**src/rtl/relobi_a_other_enc_reg.sv**
```systemverilog
// Registered relOBI A-channel encoder: Hsiao check bits over {we, be, aid, a_optional}, one-entry buffer.
// Latency 1 cycle from upstream handshake to req_o; gnt_o = !full | gnt_i gives one transfer per cycle.
// Optional stored-codeword self-check (sticky err_o) is built only with RELOBI_A_OTHER_ENC_SELFCHECK_EN.

package obi_pkg;
    typedef struct packed {
        int unsigned AddrWidth;
        int unsigned DataWidth;
        int unsigned IdWidth;
        int unsigned AOptionalWidth;
    } obi_cfg_t;

    localparam obi_cfg_t ObiDefaultConfig = '{
        AddrWidth: 32, DataWidth: 32, IdWidth: 1, AOptionalWidth: 1
    };
endpackage

package relobi_pkg;
    function automatic int unsigned relobi_a_other_width(obi_pkg::obi_cfg_t cfg);
        return 1 + cfg.DataWidth / 8 + cfg.IdWidth + cfg.AOptionalWidth;
    endfunction

    // Smallest r with 2^(r-1) >= k + r, i.e. SECDED for k data bits.
    function automatic int unsigned hsiao_ecc_width(int unsigned k);
        int unsigned r;
        r = 2;
        while ((32'd1 << (r - 1)) < (k + r)) r++;
        return r;
    endfunction

    function automatic int unsigned relobi_a_other_ecc_width(obi_pkg::obi_cfg_t cfg);
        return hsiao_ecc_width(relobi_a_other_width(cfg));
    endfunction

    // Column idx of the Hsiao matrix: odd-weight (>=3) vectors by ascending weight, then value.
    function automatic int unsigned hsiao_col(int unsigned r, int unsigned idx);
        int unsigned cnt;
        int unsigned res;
        cnt = 0;
        res = 0;
        for (int unsigned w = 3; w <= r; w += 2) begin
            for (int unsigned v = 0; v < (32'd1 << r); v++) begin
                if ($countones(v) == w) begin
                    if (cnt == idx) res = v;
                    cnt++;
                end
            end
        end
        return res;
    endfunction
endpackage

module hsiao_ecc_enc #(
    parameter int unsigned DataWidth  = 7,
    parameter int unsigned ProtWidth  = relobi_pkg::hsiao_ecc_width(DataWidth),
    parameter int unsigned TotalWidth = DataWidth + ProtWidth
) (
    input  logic [DataWidth-1:0]  data_i,
    output logic [TotalWidth-1:0] code_o
);
    logic [ProtWidth-1:0] contrib [DataWidth];
    logic [ProtWidth-1:0] ecc;

    for (genvar i = 0; i < DataWidth; i++) begin : g_col
        localparam int unsigned Col = relobi_pkg::hsiao_col(ProtWidth, i);
        assign contrib[i] = data_i[i] ? Col[ProtWidth-1:0] : '0;
    end

    always_comb begin
        ecc = '0;
        for (int unsigned i = 0; i < DataWidth; i++) ecc ^= contrib[i];
    end

    assign code_o = {ecc, data_i};
endmodule

`ifdef RELOBI_A_OTHER_ENC_SELFCHECK_EN
module hsiao_ecc_dec #(
    parameter int unsigned DataWidth  = 7,
    parameter int unsigned ProtWidth  = relobi_pkg::hsiao_ecc_width(DataWidth),
    parameter int unsigned TotalWidth = DataWidth + ProtWidth
) (
    input  logic [TotalWidth-1:0] code_i,
    output logic                  err_o
);
    logic [TotalWidth-1:0] recode;

    hsiao_ecc_enc #(
        .DataWidth (DataWidth),
        .ProtWidth (ProtWidth),
        .TotalWidth(TotalWidth)
    ) i_enc (
        .data_i(code_i[DataWidth-1:0]),
        .code_o(recode)
    );

    assign err_o = |(recode[TotalWidth-1:DataWidth] ^ code_i[TotalWidth-1:DataWidth]);
endmodule
`endif

module relobi_a_other_enc_reg #(
    parameter obi_pkg::obi_cfg_t Cfg           = obi_pkg::ObiDefaultConfig,
    parameter type               a_optional_t  = logic,
    parameter int unsigned       OtherEccWidth = relobi_pkg::relobi_a_other_ecc_width(Cfg)
) (
    input  logic                       clk_i,
    input  logic                       rst_i,
    input  logic                       req_i,
    output logic                       gnt_o,
    input  logic                       we_i,
    input  logic [Cfg.DataWidth/8-1:0] be_i,
    input  logic [Cfg.IdWidth-1:0]     aid_i,
    input  a_optional_t                a_optional_i,
    output logic                       req_o,
    input  logic                       gnt_i,
    output logic                       we_o,
    output logic [Cfg.DataWidth/8-1:0] be_o,
    output logic [Cfg.IdWidth-1:0]     aid_o,
    output a_optional_t                a_optional_o,
    output logic [OtherEccWidth-1:0]   other_ecc_o,
    output logic                       err_o
);
    localparam int unsigned OtherWidth = relobi_pkg::relobi_a_other_width(Cfg);
    localparam int unsigned CodeWidth  = OtherWidth + OtherEccWidth;

    logic [OtherWidth-1:0] data_in;
    logic [CodeWidth-1:0]  code_in, code_d, code_q;
    logic                  full_d, full_q, capture;

    assign data_in = {we_i, be_i, aid_i, a_optional_i};

    hsiao_ecc_enc #(
        .DataWidth (OtherWidth),
        .ProtWidth (OtherEccWidth),
        .TotalWidth(CodeWidth)
    ) i_enc (
        .data_i(data_in),
        .code_o(code_in)
    );

    assign gnt_o   = ~full_q | gnt_i;
    assign capture = req_i & gnt_o;

    always_comb begin
        full_d = full_q;
        code_d = code_q;
        if (capture) begin
            full_d = 1'b1;
            code_d = code_in;
        end else if (gnt_i) begin
            full_d = 1'b0;
        end
    end

    always_ff @(posedge clk_i) begin
        if (rst_i) begin
            full_q <= 1'b0;
            code_q <= '0;
        end else begin
            full_q <= full_d;
            code_q <= code_d;
        end
    end

    // Gating by rst_i keeps a buffered entry from handshaking while reset is asserted.
    assign req_o = full_q & ~rst_i;
    assign {other_ecc_o, we_o, be_o, aid_o, a_optional_o} = rst_i ? '0 : code_q;

`ifdef RELOBI_A_OTHER_ENC_SELFCHECK_EN
    logic err_d, err_q, syn_err;

    hsiao_ecc_dec #(
        .DataWidth (OtherWidth),
        .ProtWidth (OtherEccWidth),
        .TotalWidth(CodeWidth)
    ) i_dec (
        .code_i(code_q),
        .err_o (syn_err)
    );

    assign err_d = err_q | (full_q & syn_err);

    always_ff @(posedge clk_i) begin
        if (rst_i) err_q <= 1'b0;
        else       err_q <= err_d;
    end

    assign err_o = err_q & ~rst_i;
`else
    assign err_o = 1'b0;
`endif
endmodule

```
**config.mk**
```make
export PLATFORM = sky130hd
export DESIGN_NAME = relobi_a_other_enc_reg
export DESIGN_NICKNAME = d
export VERILOG_FILES = /design/src/rtl/relobi_a_other_enc_reg.sv
export SDC_FILE = /design/constraint.sdc
export NUM_CORES = 1
export LEC_CHECK = 0
export ABC_CLOCK_PERIOD_IN_PS = 1150
export CORE_UTILIZATION = 41
export CTS_BUF_LIST = sky130_fd_sc_hd__clkbuf_8 sky130_fd_sc_hd__clkbuf_16
export CTS_CLUSTER_DIAMETER = 30
export DETAILED_ROUTE_END_ITERATION = 16
export PLACE_DENSITY = 0.74
export SLEW_MARGIN = 0
export SYNTH_ARGS = -nofsm -noshare
export SYNTH_HDL_FRONTEND = slang
export SYNTH_SLANG_ARGS = --single-unit
```
**constraint.sdc**
```tcl
create_clock -name clk_i -period 1.15 [get_ports clk_i]
set_input_delay 0.115 -clock clk_i [delete_from_list [all_inputs] [get_ports clk_i]]
set_output_delay 0.115 -clock clk_i [all_outputs]
set_load 0.03 [all_outputs]
```
==> results of run 1 <==
==> per-layer routing <==
layer / track usage [%] / share of wire [%] / up-vias
met5: 0 / 0 / -
met4: 5.63 / 0 / 0
met1: 24.2 / 45 / 275
li1: - / - / 290
met3: 2.59 / 4.9 / 0
met2: 32.3 / 50 / 19
==> worst max path at each step <==
stage,end,cells after the start
final,gnt_o,4
after detailed placement,code_q[9]$_SDFFE_PP0P_,4
after global placement,code_q[9]$_SDFFE_PP0P_,4
after global routing,gnt_o,4
after CTS,gnt_o,4
after floorplan,code_q[8]$_SDFFE_PP0P_,4
==> registers in the layout, summed over array words and instances, names as in the netlist <==
signal / cells
code_q: 12
full_q: 1
==> logic make-up (layout without fill, tap and decap cells) <==
kind of cell,Yosys count,in the layout,share of synthesized area [%]
buf+inv,4,44,2.99
other cells,1,1,0.559
xor+xnor,10,10,21.8
compound gates,15,15,17.0
flops,13,13,38.8
simple gates,18,18,18.8
==> through the flow <==
stage | area, µm² | std cells | hold WS, ps | TNS (ps) | utilization, %
after floorplan | 673 | 61 | 256 | 0 | -
after global routing | 1050 | 117 | 348 | -117 | 69.1
after detailed placement | 968 | 110 | 460 | -4640 | 63.5
final | 1050 | 117 | 322 | -29.9 | 69.1
after global placement | 968 | 110 | 452 | -4180 | 63.5
after CTS | 1040 | 116 | 321 | -37.5 | 68.6
==> report_power, final <==
part	total [W]	internal [W]	leakage, nW	switching (W)
clock	0.000396	0.000235	0.0269	0.000161
combinational	0.000380	0.000200	0.396	0.000179
sequential	0.000504	0.000495	0.108	0.00000861
==> final cells by class <==
class | count | area [µm²] | share of cell area, %
Tap cell | 16 | 20.0 | 1.90
Timing Repair Buffer | 38 | 325 | 30.9
Clock buffer | 3 | 41.3 | 3.92
Multi-Input combinational cell | 44 | 392 | 37.2
Clock inverter | 1 | 3.75 | 0.356
Sequential cell | 13 | 262 | 24.8
Inverter | 2 | 10.0 | 0.950
==> layout by cell type (no fill, tap or decap), drive strengths merged <==
| master | count |
|---|---|
| buf | 28 |
| dfxtp | 13 |
| nor2b | 9 |
| o22a | 7 |
| dlygate4sd2 | 7 |
| and2b | 5 |
| a21oi | 3 |
| xor2 | 3 |
| xnor2 | 3 |
| clkbuf | 3 |
| clkdlybuf4s50 | 3 |
| inv | 3 |
| a22o | 3 |
| o21ai | 2 |
| xor3 | 2 |
| nand3 | 2 |
| xnor3 | 2 |
| nor3 | 1 |
| nand2 | 1 |
| conb | 1 |
==> repair_timing <==
action / in CTS / in global routing
pin swaps: 3 / 2
endpoints found under the setup margin: 24 / 5
resized for setup: 11 / 1
setup buffers: 2 / 1
==> results_dict.tcl, run 1 <==
set metrics [dict create \
    status "complete, but fails checks" \
    violations "setup timing" \
    synth_most_common_cell "dfxtp_1" \
    rrSetupSlack_ps 20 \
    yosys-top-cells-area "dfxtp_1 (39%), o22a_1 (9.1%), nor2b_1 (8.4%)" \
    drt_iter0_drc 2 \
    worstPathArrival_ps 1060 \
    power_w 0.00128 \
    finalHoldViolCount 0 \
    die_height_um 42.4 \
    postSynthCellCount 61 \
    grt_pass1_vias 581 \
    tritoncts "done" \
    r2r_end "code_q[7]$_SDFFE_PP0P_" \
    peakVddDrop_uv 789 \
    clkSinkCount 13 \
    cts_root_buf "clkbuf_8" \
    synth_edf_count 0 \
    slew_viol_final 0 \
    route.detailed.drc 0 \
    finalClockSkew_ps 4.62 \
    power_density_nw_per_um2 1210 \
    synthFlopType "dfxtp_1" \
    grt_pass1_wl_um 2530 \
    gr-usage-all-layers_pct 18.7 \
    clk_pin_slew_worst_paths_ps 60 \
    ys_ff_latch 13 \
    die_x_um 42.4 \
    start_util_pct 44.0 \
    async_flop_share_pct 0 \
    holdBufCountCts 0 \
    nets 113 \
    hold_depth 2 \
    rr_startpoint "full_q$_SDFFE_PP0P_" \
    crit_fanout 3 \
    fmax_mhz 848 \
    ys_seq_area_share_pct 38.8 \
    viasPerCell 4.99 \
    syn-cell-area_um2 671 \
    area.growth.synth_to_final_pct 57.1 \
    end_kind "primary output" \
    ant_nets 0 \
    path_buf_inv 3 \
    fillers 134 \
    cts_max_level 1 \
    overflow 0 \
    slowest_delay_ps 310 \
    port_buffers 24 \
    post-place-ws_ps -427 \
    setup_ws_ps -29.9 \
    post-route-period-util_pct 103 \
    synth_common_cells "dfxtp_1 (13), nor2b_1 (9), o22a_1 (7), and2b_1 (5)" \
    hp-start "a_optional_i" \
    critPathTopFamily "flip-flops" \
    timing.max_cap.violations 0 \
    whs_endpoint "code_q[0]$_SDFFE_PP0P_" \
    ys_types 20 \
    cp_cell_sequence "and2b_2 -> inv_4 -> buf_6 -> buf_6" \
    crit_path_top_delay_cell "dfxtp_2" \
    first_pass_iters 4 \
    cp-start-kind "register" \
    rr_worst_depth 4 \
    antenna_found_initial 0 \
    gp_congestion 0.758 \
    cts_inserted_buffers 3 \
    period_needed_ps 1180 \
    synth_top_area_share_pct 38.8 \
    grt_max_degree 11 \
    synth_nets 72 \
    criticalPathCategory "register to primary output" \
    ioPinCount 26 \
    drt_wl_total_um 1520 \
    cp-startpoint "full_q$_SDFFE_PP0P_" \
    routedWlPerCell_um 12.9 \
    critPathMostFrequentCell "buf_6" \
    ys_warn_count 0 \
    synth_top_cell_by_area "dfxtp_1" \
    finalSetupViolCount 1 \
    clkLatencyLatePin_ps 240 \
    clock_path_buffers 2 \
    core_um2 1520 \
    dp_hpwl_um 1110 \
    drive_above_1_share_pct 37.6 \
    antennaDiodeCount 0 \
    hold_class "primary input to register" \
    p_leak_nw 0.531 \
    synth_area_per_cell_um2 11.0 \
    vias 584 \
    fp.dieArea_um2 1800 \
    num_rows 14 \
    cp.required_ps 1030 \
    rsz0062_at_grt "yes" \
]
Power figures use the tool's default switching activity.
==> run 2, diff against run 1 <==
--- a/config.mk
+++ b/config.mk
@@ -5,7 +5,7 @@
 export SDC_FILE = /design/constraint.sdc
 export NUM_CORES = 1
 export LEC_CHECK = 0
-export ABC_CLOCK_PERIOD_IN_PS = 1150
+export ABC_CLOCK_PERIOD_IN_PS = 1200
 export CORE_UTILIZATION = 41
 export CTS_BUF_LIST = sky130_fd_sc_hd__clkbuf_8 sky130_fd_sc_hd__clkbuf_16
 export CTS_CLUSTER_DIAMETER = 30
==> constraint.sdc (replaced) <==
create_clock -name clk_i -period 1.2 [get_ports clk_i]
set_input_delay 0.12 -clock clk_i [delete_from_list [all_inputs] [get_ports clk_i]]
set_output_delay 0.12 -clock clk_i [all_outputs]
set_load 0.03 [all_outputs]
==> run 2 against run 1 <==
Against the previous run: the flow now finishes without violations; core utilization decreased by 0.57 points; die area unchanged; largest power group unchanged; clock power decreased by 4%; combinational power decreased by 6.1%; critical path type is now register to register; global-route usage decreased by 2.2 points; power decreased by 4.8%.
==> results_dict.tcl, run 2 (synthesis gave the netlist of run 1 again) <==
set metrics [dict create \
    seqPwrFrac_pct 39.6 \
    tritoncts "done" \
    drt_iter0_drc 4 \
    finalHoldViolCount 0 \
    p_int_w 0.000889 \
    first_pass_iters 3 \
    dp_cells 111 \
    fp.dieArea_um2 1800 \
    area.growth.synth_to_final_pct 55.8 \
    timing.max_cap.violations 0 \
    fmax_mhz 841 \
    worstPathArrival_ps 1370 \
    cts_inserted_buffers 3 \
    criticalPathCategory "register to register" \
    viasPerCell 4.77 \
    top_register "code_q" \
    status "finished clean" \
    clkSinkCount 13 \
    ioPinCount 26 \
    p_leak_nw 0.539 \
    nets 112 \
    cp_cell_sequence "and2b_2 -> buf_6 -> nor3_4 -> buf_6 -> a22o_1" \
    critPathMostFrequentCell "buf_6" \
    power_density_nw_per_um2 1170 \
    gp_congestion 0.713 \
    end_kind "register" \
    stdcell_area_um2 1040 \
    pwr-share-comb_pct 29.3 \
    largest_reg_flops 12 \
    antennaDiodeCount 0 \
    overflow 0 \
    cts_root_buf "clkbuf_8" \
    antenna_found_initial 0 \
    grt_pass1_vias 518 \
    setup_tns_ps 0 \
    start_util_pct 44.0 \
    hold_class "primary input to register" \
    cts_max_level 1 \
    crit_path_top_delay_cell "dfxtp_1" \
    peakVddDrop_uv 743 \
    mostFrequentLayoutCells "buf_4 (22), dfxtp_1 (13), nor2b_1 (9)" \
    post-route-period-util_pct 99.1 \
    grt_max_degree 11 \
    port_buffers 24 \
    power_switching_w 0.000329 \
    drt_wl_total_um 1380 \
    cp-start-kind "register" \
    final_common_cell "buf_4" \
    die_x_um 42.4 \
    dpl_cell_area_um2 973 \
    ant_nets 0 \
    clock_path_buffers 2 \
    period_needed_ps 1190 \
    clk_pin_slew_worst_paths_ps 60 \
    dp_hpwl_um 1080 \
    cp.required_ps 1380 \
    clockPowerShare_pct 31.1 \
    slowest_delay_ps 300 \
    setup_ws_ps 11.0 \
    clkLatencyLatePin_ps 240 \
    num_rows 14 \
    power_w 0.00122 \
    slew_viol_final 0 \
    vias 553 \
    rsz0062_at_grt "yes" \
    core_um2 1520 \
    finalClockSkew_ps 3.94 \
    swShare_pct 27.0 \
    finalSetupViolCount 0 \
    route.detailed.drc 0 \
    die_height_um 42.4 \
    drive_above_1_share_pct 36.0 \
    fillers 125 \
    holdBufCountCts 0 \
    crit_fanout 5 \
    stdcell_count 116 \
    gr-usage-all-layers_pct 16.6 \
    grt_pass1_wl_um 2270 \
    routedWlPerCell_um 11.9 \
    largestRegisters "code_q: 12 flops, full_q: 1 flops" \
    post-place-ws_ps -364 \
]
## run 2: cell types whose count changed in the layout (fill, tap and decap cells not counted), sizes merged
| cell | previous run | this run |
|---|---|---|
| buf | 28 | 27 |
| dlygate4sd2 | 7 | 5 |
| dlymetal6s2s | 0 | 2 |
## run 2: final timing paths
check                                from                      end  slack, ps  cells past startpoint
setup / recovery      full_q$_SDFFE_PP0P_   code_q[7]$_SDFFE_PP0P_         10                      5
setup reg to reg      full_q$_SDFFE_PP0P_   code_q[7]$_SDFFE_PP0P_         10                      5
hold reg to reg   code_q[10]$_SDFFE_PP0P_  code_q[10]$_SDFFE_PP0P_        470                      2
hold / removal               a_optional_i   code_q[0]$_SDFFE_PP0P_        210                      2
## run 2: repair_timing
action	4_1_cts	5_1_grt
resized for setup	8	5
endpoints found under the setup margin	11	10
pin swaps	2	4
buffers inserted	2	0
## run 2: critical path, delay by kind of cell (launching register included)
kind                   cells  cell delay [ps]
AND/OR/NAND/NOR            2              450
buffers and inverters      2              270
AO/OA/AOI/OAI              1              110
flip-flops                 1              300
## run 2: layout make-up
class / instances / area, µm² / area share [%]
Timing Repair Buffer: 37 / 320 / 30.7
Clock buffer: 3 / 41.3 / 3.95
Tap cell: 16 / 20.0 / 1.92
Inverter: 2 / 7.51 / 0.719
Multi-Input combinational cell: 44 / 392 / 37.5
Sequential cell: 13 / 260 / 24.9
Clock inverter: 1 / 3.75 / 0.359
## run 2: power groups by stage
| stage | Combinational [W] | Sequential, W | Clock (W) |
|---|---|---|---|
| finish | 0.000357 | 0.000482 | 0.000379 |
| global route | 0.000380 | 0.000488 | 0.000414 |
| CTS | 0.000356 | 0.000483 | 0.000386 |
| detailed placement | 0.000355 | 0.000493 | 0 |
| global placement | 0.000351 | 0.000491 | 0 |
| floorplan | 0.000218 | 0.000489 | 0 |
## run 2: metal layers
layer / track usage [%] / up-vias / share of wire, %
li1: - / 286 / -
met4: 5.63 / 0 / 0
met2: 28.3 / 17 / 47
met3: 2.59 / 0 / 4.0
met5: 0 / - / 0
met1: 21.1 / 250 / 49
## run 2: per-stage QoR
stage	util, %	hold WS (ps)
3_5_place_dp	63.9	465
6_report	68.6	211
3_3_place_gp	63.9	452
5_1_grt	68.6	213
2_1_floorplan	-	261
4_1_cts	67.5	390
